`src/rtl/uart_pkg.sv`:
```
// Shared UART definitions: frame FSM states, line levels and the parity-type
// encoding that the TX engine and the RX parity checker both use.
package uart_pkg;

    typedef enum logic [2:0] {
        IDLE   = 3'd0,
        START  = 3'd1,
        DATA   = 3'd2,
        PARITY = 3'd3,
        STOP   = 3'd4
    } tx_state_e;

    localparam logic UART_IDLE_LVL = 1'b1;
    localparam logic START_LVL     = 1'b0;
    localparam logic STOP_LVL      = 1'b1;

    localparam logic PAR_EVEN = 1'b0;
    localparam logic PAR_ODD  = 1'b1;

endpackage

```
`src/rtl/uart_tx_frame_if.sv`:
```
// Byte-request / serial-line bundle between a UART client (master) and the
// TX frame engine (slave).
interface uart_tx_frame_if #(
    parameter int DATA_WIDTH = 8
);
    logic [DATA_WIDTH-1:0] P_DATA;
    logic                  Data_Valid;
    logic                  PAR_EN;
    logic                  PAR_TYP;
    logic                  TX_OUT;
    logic                  Busy;

    modport master (
        output P_DATA, Data_Valid, PAR_EN, PAR_TYP,
        input  TX_OUT, Busy
    );

    modport slave (
        input  P_DATA, Data_Valid, PAR_EN, PAR_TYP,
        output TX_OUT, Busy
    );
endinterface

```
`src/rtl/uart_tx_serializer.sv`:
```
// Holding register plus saturating bit counter; presents the current payload
// bit LSB first and flags the last bit so the FSM can leave DATA.
module uart_tx_serializer #(
    parameter int DATA_WIDTH = 8,
    localparam int CNT_W = (DATA_WIDTH > 1) ? $clog2(DATA_WIDTH) : 1
) (
    input  logic                  CLK,
    input  logic                  RST,
    input  logic                  load,
    input  logic                  clr,
    input  logic                  shift,
    input  logic [DATA_WIDTH-1:0] din,
    output logic                  bit_o,
    output logic                  done,
    output logic [DATA_WIDTH-1:0] data_o
);

    localparam logic [CNT_W-1:0] LAST_CNT = CNT_W'(DATA_WIDTH - 1);

    logic [DATA_WIDTH-1:0] data_r;
    logic [CNT_W-1:0]      cnt_r;

    // Payload capture and bit counter; the counter parks on the last index.
    always_ff @(posedge CLK or negedge RST) begin
        if (!RST) begin
            data_r <= '0;
            cnt_r  <= '0;
        end else begin
            if (load) begin
                data_r <= din;
            end
            if (clr) begin
                cnt_r <= '0;
            end else if (shift && (cnt_r != LAST_CNT)) begin
                cnt_r <= cnt_r + CNT_W'(1);
            end
        end
    end

    assign bit_o  = data_r[cnt_r];
    assign done   = (cnt_r == LAST_CNT);
    assign data_o = data_r;

endmodule

```
`src/rtl/uart_tx_frame.sv`:
```
// UART TX frame engine: one CLK per bit, start / LSB-first data / optional
// parity / stop. TX_OUT and Busy are registered decodes of the current state.
module uart_tx_frame
    import uart_pkg::*;
#(
    parameter int DATA_WIDTH = 8
) (
    input  logic              CLK,
    input  logic              RST,
    uart_tx_frame_if.slave    bus
);

    tx_state_e             state_r;
    tx_state_e             next_s;
    logic                  par_en_r;
    logic                  par_typ_r;
    logic                  tx_r;
    logic                  busy_r;
    logic                  tx_nxt_s;
    logic                  busy_nxt_s;
    logic                  load_s;
    logic                  clr_s;
    logic                  shift_s;
    logic                  ser_bit_s;
    logic                  ser_done_s;
    logic [DATA_WIDTH-1:0] held_data_s;
    logic                  par_bit_s;

    function automatic logic calc_parity(input logic [DATA_WIDTH-1:0] d,
                                         input logic                  typ);
        case (typ)
            PAR_EVEN: calc_parity = ^d;
            PAR_ODD:  calc_parity = ~^d;
            default:  calc_parity = ^d;
        endcase
    endfunction

    uart_tx_serializer #(.DATA_WIDTH(DATA_WIDTH)) u_ser (
        .CLK    (CLK),
        .RST    (RST),
        .load   (load_s),
        .clr    (clr_s),
        .shift  (shift_s),
        .din    (bus.P_DATA),
        .bit_o  (ser_bit_s),
        .done   (ser_done_s),
        .data_o (held_data_s)
    );

    assign par_bit_s = calc_parity(held_data_s, par_typ_r);

    // State, frame configuration and registered line outputs.
    always_ff @(posedge CLK or negedge RST) begin
        if (!RST) begin
            state_r   <= IDLE;
            par_en_r  <= 1'b0;
            par_typ_r <= 1'b0;
            tx_r      <= UART_IDLE_LVL;
            busy_r    <= 1'b0;
        end else begin
            state_r <= next_s;
            tx_r    <= tx_nxt_s;
            busy_r  <= busy_nxt_s;
            if (load_s) begin
                par_en_r  <= bus.PAR_EN;
                par_typ_r <= bus.PAR_TYP;
            end
        end
    end

    // Next state, serializer control and the line level for the current state.
    always_comb begin
        next_s     = state_r;
        load_s     = 1'b0;
        clr_s      = 1'b0;
        shift_s    = 1'b0;
        tx_nxt_s   = UART_IDLE_LVL;
        busy_nxt_s = 1'b0;
        case (state_r)
            IDLE: begin
                if (bus.Data_Valid) begin
                    load_s = 1'b1;
                    next_s = START;
                end else begin
                    next_s = IDLE;
                end
            end
            START: begin
                tx_nxt_s   = START_LVL;
                busy_nxt_s = 1'b1;
                clr_s      = 1'b1;
                next_s     = DATA;
            end
            DATA: begin
                tx_nxt_s   = ser_bit_s;
                busy_nxt_s = 1'b1;
                shift_s    = 1'b1;
                if (ser_done_s) begin
                    next_s = par_en_r ? PARITY : STOP;
                end else begin
                    next_s = DATA;
                end
            end
            PARITY: begin
                tx_nxt_s   = par_bit_s;
                busy_nxt_s = 1'b1;
                next_s     = STOP;
            end
            STOP: begin
                tx_nxt_s   = STOP_LVL;
                busy_nxt_s = 1'b1;
                next_s     = IDLE;
            end
            default: begin
                next_s = IDLE;
            end
        endcase
    end

    assign bus.TX_OUT = tx_r;
    assign bus.Busy   = busy_r;

endmodule
```
`src/flat_wrapper.sv`:
```
// flat-port wrapper written by rule: the top's interface ports become plain ports
module uart_tx_frame_flat import uart_pkg::*;
#(
    parameter int DATA_WIDTH = 8
)
  (CLK, RST, bus_P_DATA, bus_Data_Valid, bus_PAR_EN, bus_PAR_TYP, bus_TX_OUT, bus_Busy);
  uart_tx_frame_if #(.DATA_WIDTH(DATA_WIDTH)) bus_i ();
  input  logic CLK;
  input  logic RST;
  input wire logic [$bits(bus_i.P_DATA)-1:0] bus_P_DATA;
  input wire logic [$bits(bus_i.Data_Valid)-1:0] bus_Data_Valid;
  input wire logic [$bits(bus_i.PAR_EN)-1:0] bus_PAR_EN;
  input wire logic [$bits(bus_i.PAR_TYP)-1:0] bus_PAR_TYP;
  output wire logic [$bits(bus_i.TX_OUT)-1:0] bus_TX_OUT;
  output wire logic [$bits(bus_i.Busy)-1:0] bus_Busy;
  assign bus_i.P_DATA = bus_P_DATA;
  assign bus_i.Data_Valid = bus_Data_Valid;
  assign bus_i.PAR_EN = bus_PAR_EN;
  assign bus_i.PAR_TYP = bus_PAR_TYP;
  assign bus_TX_OUT = bus_i.TX_OUT;
  assign bus_Busy = bus_i.Busy;
  uart_tx_frame #(.DATA_WIDTH(DATA_WIDTH)) u_core (.CLK(CLK), .RST(RST), .bus(bus_i));
endmodule
```
`config.mk`:
```
export PLATFORM = sky130hd
export DESIGN_NAME = uart_tx_frame_flat
export DESIGN_NICKNAME = d
export VERILOG_FILES = /design/src/rtl/uart_pkg.sv /design/src/rtl/uart_tx_frame_if.sv /design/src/rtl/uart_tx_serializer.sv /design/src/rtl/uart_tx_frame.sv /design/src/flat_wrapper.sv
export SDC_FILE = /design/constraint.sdc
export NUM_CORES = 1
export LEC_CHECK = 0
export BUFFER_PORTS_ARGS = -buffer_cell sky130_fd_sc_hd__buf_4
export CAP_MARGIN = 30
export CELL_PAD_IN_SITES_DETAIL_PLACEMENT = 0
export CELL_PAD_IN_SITES_GLOBAL_PLACEMENT = 1
export CORE_AREA = 2 2 51 53
export DETAILED_ROUTE_END_ITERATION = 7
export DIE_AREA = 0 0 53 55
export PLACE_DENSITY_LB_ADDON = 0.1
export SYNTH_ARGS = -nofsm -noshare
export SYNTH_HDL_FRONTEND = slang
export SYNTH_HIERARCHICAL = 1
export SYNTH_SLANG_ARGS = --single-unit
```
`constraint.sdc`:
```
create_clock -name CLK -period 1.55 [get_ports CLK]
set_input_delay 0 -clock CLK [delete_from_list [all_inputs] [get_ports CLK]]
set_output_delay 0 -clock CLK [all_outputs]
set_load 0.05 [all_outputs]
```
* After elaboration in Yosys (flattened, before gate mapping) *
Index checks and enable logic that the tools add are counted.
Widths: inputs -> output; s select.

word-level totals
  input bits = 13
  output and inout port bits = 2
  word-level logic and storage cells = 37
  register bits after elaboration = 18

cells by class
  add/subtract/negate cells = 1
  mux-type cells = 15
  reduce and logical (&&, ||, !) cells = 6
  equal/unequal tests = 6
  bitwise logic cells = 1
  $lt $le $gt $ge = 1

operators by type and width
  kind                 count
  $mux 3               4
  $pmux 3 s4           1
  $reduce_xnor 8->1    1
  $reduce_xor 8->1     1
  $mux 1               7
  $eq 3x2->1 const B   2
  $eq 3x3->1 const B   2
  $lt 3x4->1 const B   1
  $reduce_or 4->1      1
  $add 3x1->3 const B  1
  $bmux 1 s3           1
  $eq 3x1->1 const B   1
  $logic_not 3->1      1
  $ne 3x3->1 const B   1
  $pmux 1 s3           1
  $pmux 1 s2           1
  $reduce_bool 2->1    1
  $logic_and 1x1->1    1
  $not 1->1            1

* Depth between registers and ports, before layout *
  depth after elaboration = 5
  mapped depth = 5
  gate-level depth less buffers = 5

* Modules after synthesis *
Netlist, hierarchy kept.

by module, submodules not included
  module              sequential area each (um^2)  times used  area each (um^2)  cells each
  uart_tx_serializer  275.3                        1           504.2             32
  uart_tx_frame       176.4                        1           386.6             31

* Least setup slack after synthesis *
No wires, ideal clock.

  path type = reg-to-reg
  from = register u_core.u_ser.cnt_r[0]
  to = register u_core.tx_r, in the netlist u_core/bus.TX_OUT
  library setup time = 0.089 ns
  stages on the path, launching flop included = 6
  period minus slack after synthesis = 1.706 ns
  arrival time = 1.617 ns
  required time = 1.461 ns
  path buffers = 0
  setup slack = -0.156 ns
  cell sequence = dfrtp_1 -> mux4_1 -> mux2_2 -> or2b_1 -> a21oi_1 -> o211ai_1

on the way
  longest elaborated chain between the ends = 3

ends and longest elaborated chain
  what                          line                      source
  start, declared               uart_tx_serializer.sv:21  logic [CNT_W-1:0] cnt_r;
  start signal, assigned        uart_tx_serializer.sv:35  cnt_r <= cnt_r + CNT_W'(1);
  $bmux 1 s3                    uart_tx_serializer.sv:40  assign bit_o = data_r[cnt_r];
  $mux 1 (not written as such)  uart_tx_serializer.sv:40
  net u_core.ser_bit_s          uart_tx_frame.sv:24       logic ser_bit_s;
  $pmux 1 s3                    uart_tx_frame.sv:79       case (state_r)
  net u_core.tx_nxt_s           uart_tx_frame.sv:19       logic tx_nxt_s;
  end signal, assigned          uart_tx_frame.sv:62       tx_r <= tx_nxt_s;
  end, declared                 uart_tx_frame.sv:17       logic tx_r;

The timed path passes the listed nets, and every way through them passes these cells. The select of a mux whose other input is x is not followed.
A chain may end at the register's enable or synchronous reset.

* Worst setup path in the final report *
Ends and elaborated chain as after synthesis.

==> flow_summary.toml <==
[drt]
drc = 0
viasPerCell = 4.56
ant_nets = 0
wl_per_cell_um = 12.1
drt_pass1_iterations = 1
totalWireLength_um = 1650
vias = 620
first_iter_violations = 0

[die]
die_area_mm2 = 0.00292
chipHeight_um = 55
num_rows = 18
die_x_um = 53
core_mm2 = 0.00236
initial_core_util_pct = 37.7
pin_count = 15

[synth]
synth.avg_cell_area_um2 = 14.1
ys_warn_count = 6
synth.distinct_cells = 24
syn_inst = 63
seq_area_frac_synth_pct = 50.7
syn_area_um2 = 891
ys_ff_latch = 18
syn-num-nets = 78

[power]
p_sw_share_pct = 33.0
leakage_nw = 0.599
p_comb_share_pct = 57.4
switchingPower_mw = 0.901
seqPwrFrac_pct = 32.2
powerDensity_mw_per_mm2 = 2030
p_int_mw = 1.83
power_frac_clock_pct = 10.4
irDropWorstVdd_mv = 0.985
power.total_mw = 2.73

[finish]
syn_to_final_growth_pct = 50.7
drive_gt1_share_pct = 50.9
n_antenna_cell = 0
nets = 122
fin_area_mm2 = 0.00134
utilization_pct = 56.8

[global_routing]
antenna_found_initial = 0
grt_pass1_vias = 687
grt_pass1_wl_um = 2860
grtUsageMet1_pct = 16.4
grt-busiest-layer = "met2"
use_met3_pct = 2.42
grt.overflow.total = 0
use_met2_pct = 25.0
grt_max_degree = 19
track_usage_pct = 14.0

[timing]
setup_viol = 1
tns_ns = -0.137
finalHoldViolCount = 0
rsz0062_at_grt = "true"
tightest_slew_ns = 0.274
relSlewSlack_pct = 81.7
slew_viol_final = 0
post-route-period-util_pct = 109
period_needed_ns = 1.69
fmax_mhz = 593
fin_ws_ns = -0.137
skew_ns = 0.000855

[clock_network]
numCtsBuffers = 3
tritoncts = "built"
cts_max_level = 1
clockRootBuffer = "clkbuf_4"
cts_num_sinks = 18
clk_path_buf_depth = 2
clk_latency_ns = 0.28
clk_pin_slew_ns = 0.10

[job]
drv_cap = 0

[placed_design]
gp_congestion = 0.740
dp_hpwl_um = 1190
place_area_mm2 = 0.00115
io_buffers = 14
preCtsSetupSlack_ns = -0.139

[hold_path]
worstHoldPathType = "in2async"

[setup_path]
endpoint_kind = "flop"
cp.arrival_ns = 1.90
cp_top_family = "multiplexers"
required_ns = 1.77
critPathBufInv = 0
slowest_delay_ns = 0.50
crit_slowest_cell = "mux4_2"
critPathKind = "reg2reg"
cp_cell_sequence = "mux4_2 > mux2_4 > or2b_1 > a21oi_2 > o211ai_1"
critPathMaxFanout = 3
cp-start-kind = "flop"

[run_status]
violations = "negative setup slack"
status = "complete, but fails checks"
-- kinds of logic after synthesis --
logic type	synth area share, %
DFF	50.7
muxes	22.1
and+or+nand+nor	10.4
xor gates and xnor gates	9.41
AOI/OAI and AO/OA	3.79
buffers and inverters	0.842
adders and majority gates	2.81
-- area by class of cell --
cell class	instances	area (um^2)
multi-input cells	43	464
flip-flops and latches	18	453
clock buffers	4	36.3
fillers	211	1020
well taps	30	37.5
inverters	1	3.75
repair buffers	40	348
-- timing repair --
action | in CTS | in global routing
hold buffers | 11 | 0
pin swaps | 0 | 1
setup buffers | 1 | 0
gates resized for setup | 3 | 9
hold endpoints to repair | 28 | 0
endpoints found under the setup margin | 3 | 5
-- stage by stage --
| stage | hold WS (ns) | cells |
|---|---|---|
| 3_3_place_gp | -0.115 | 121 |
| 3_5_place_dp | -0.118 | 121 |
| 6_report | 0.103 | 136 |
| 5_1_grt | 0.114 | 136 |
| 4_1_cts | 0.0996 | 137 |
| 2_1_floorplan | -0.296 | 63 |
-- power by group through the flow --
stage | Combinational [mW] | Clock (mW) | Sequential (mW)
3_5_place_dp | 1.47 | 0 | 0.879
2_1_floorplan | 0.847 | 0 | 0.978
4_1_cts | 1.54 | 0.295 | 0.872
3_3_place_gp | 1.45 | 0 | 0.878
6_report | 1.57 | 0.283 | 0.878
5_1_grt | 1.71 | 0.311 | 0.912
-- synth_stat cells --
cell type  instances  area share, %
nor2_1             4            1.7
mux2i_1            2            2.2
nor3_1             1           0.56
nand3_1            1           0.56
xnor2_1            5            4.9
nor3b_1            1           0.84
a21o_1             1           0.84
dfrtp_1           17             48
a21oi_1            2            1.1
mux4_1             2            5.9
ha_1               2            2.8
inv_1              1           0.42
nand4b_1           1           0.98
dfstp_2            1            2.9
xnor3_1            1            2.5
clkbuf_1           1           0.42
a31o_2             1           0.98
mux2_2            11             14
xor2_1             2            2.0
nor4b_4            1            2.7
nor2b_1            1           0.70
nand2b_1           1           0.70
o211ai_1           1           0.84
or2b_1             2            1.7
-- registers in the layout, indices dropped and copies added, names as in the netlist --
| name | count |
|---|---|
| u_core/par_en_r | 1 |
| u_core/u_ser/data_o | 8 |
| u_core/u_ser/cnt_r | 3 |
| u_core/bus.Busy | 1 |
| u_core/bus.TX_OUT | 1 |
| u_core/par_typ_r | 1 |
| u_core/state_r | 3 |
-- routing by layer --
metal	wire length, um	up-vias
li1	-	310
met1	720	298
met2	859	10
met3	55	2
met4	10	0
met5	0	-
-- worst register-to-register path: cells and delay by family, from the launching register on --
kind | cells | cell delay [ns]
muxes | 2 | 0.77
DFF | 1 | 0.42
and+or+nand+nor | 1 | 0.23
AOI/OAI and AO/OA | 2 | 0.19
-- cells in the final DEF (no fill, tap or decap), types with 2 or more instances in the layout --
cell type,synthesis,final
buf_4,0,26
dfrtp_1,17,16
dlygate4sd3_1,0,11
mux2_2,11,10
xnor2_1,5,5
nor2_1,4,4
clkbuf_4,0,3
or2b_1,2,2
xor2_1,2,2
mux4_2,0,2
mux2i_1,2,2
ha_4,0,2
buf_6,0,2
-- worst paths after layout --
check	startpoint	end	slack (ns)	cells after the start
setup / recovery	u_core/u_ser/cnt_r[0]	u_core/bus.TX_OUT	-0.14	5
hold / removal	RST	u_core/par_typ_r	0.10	2
setup reg to reg	u_core/u_ser/cnt_r[0]	u_core/bus.TX_OUT	-0.14	5
hold reg to reg	u_core/par_en_r	u_core/par_en_r	0.54	1
max in group asynchronous	RST	u_core/bus.TX_OUT	1.20	2
min in group CLK	bus_Data_Valid	u_core/u_ser/data_o[0]	0.33	4
No activity file was read; power rests on OpenSTA's default activity.
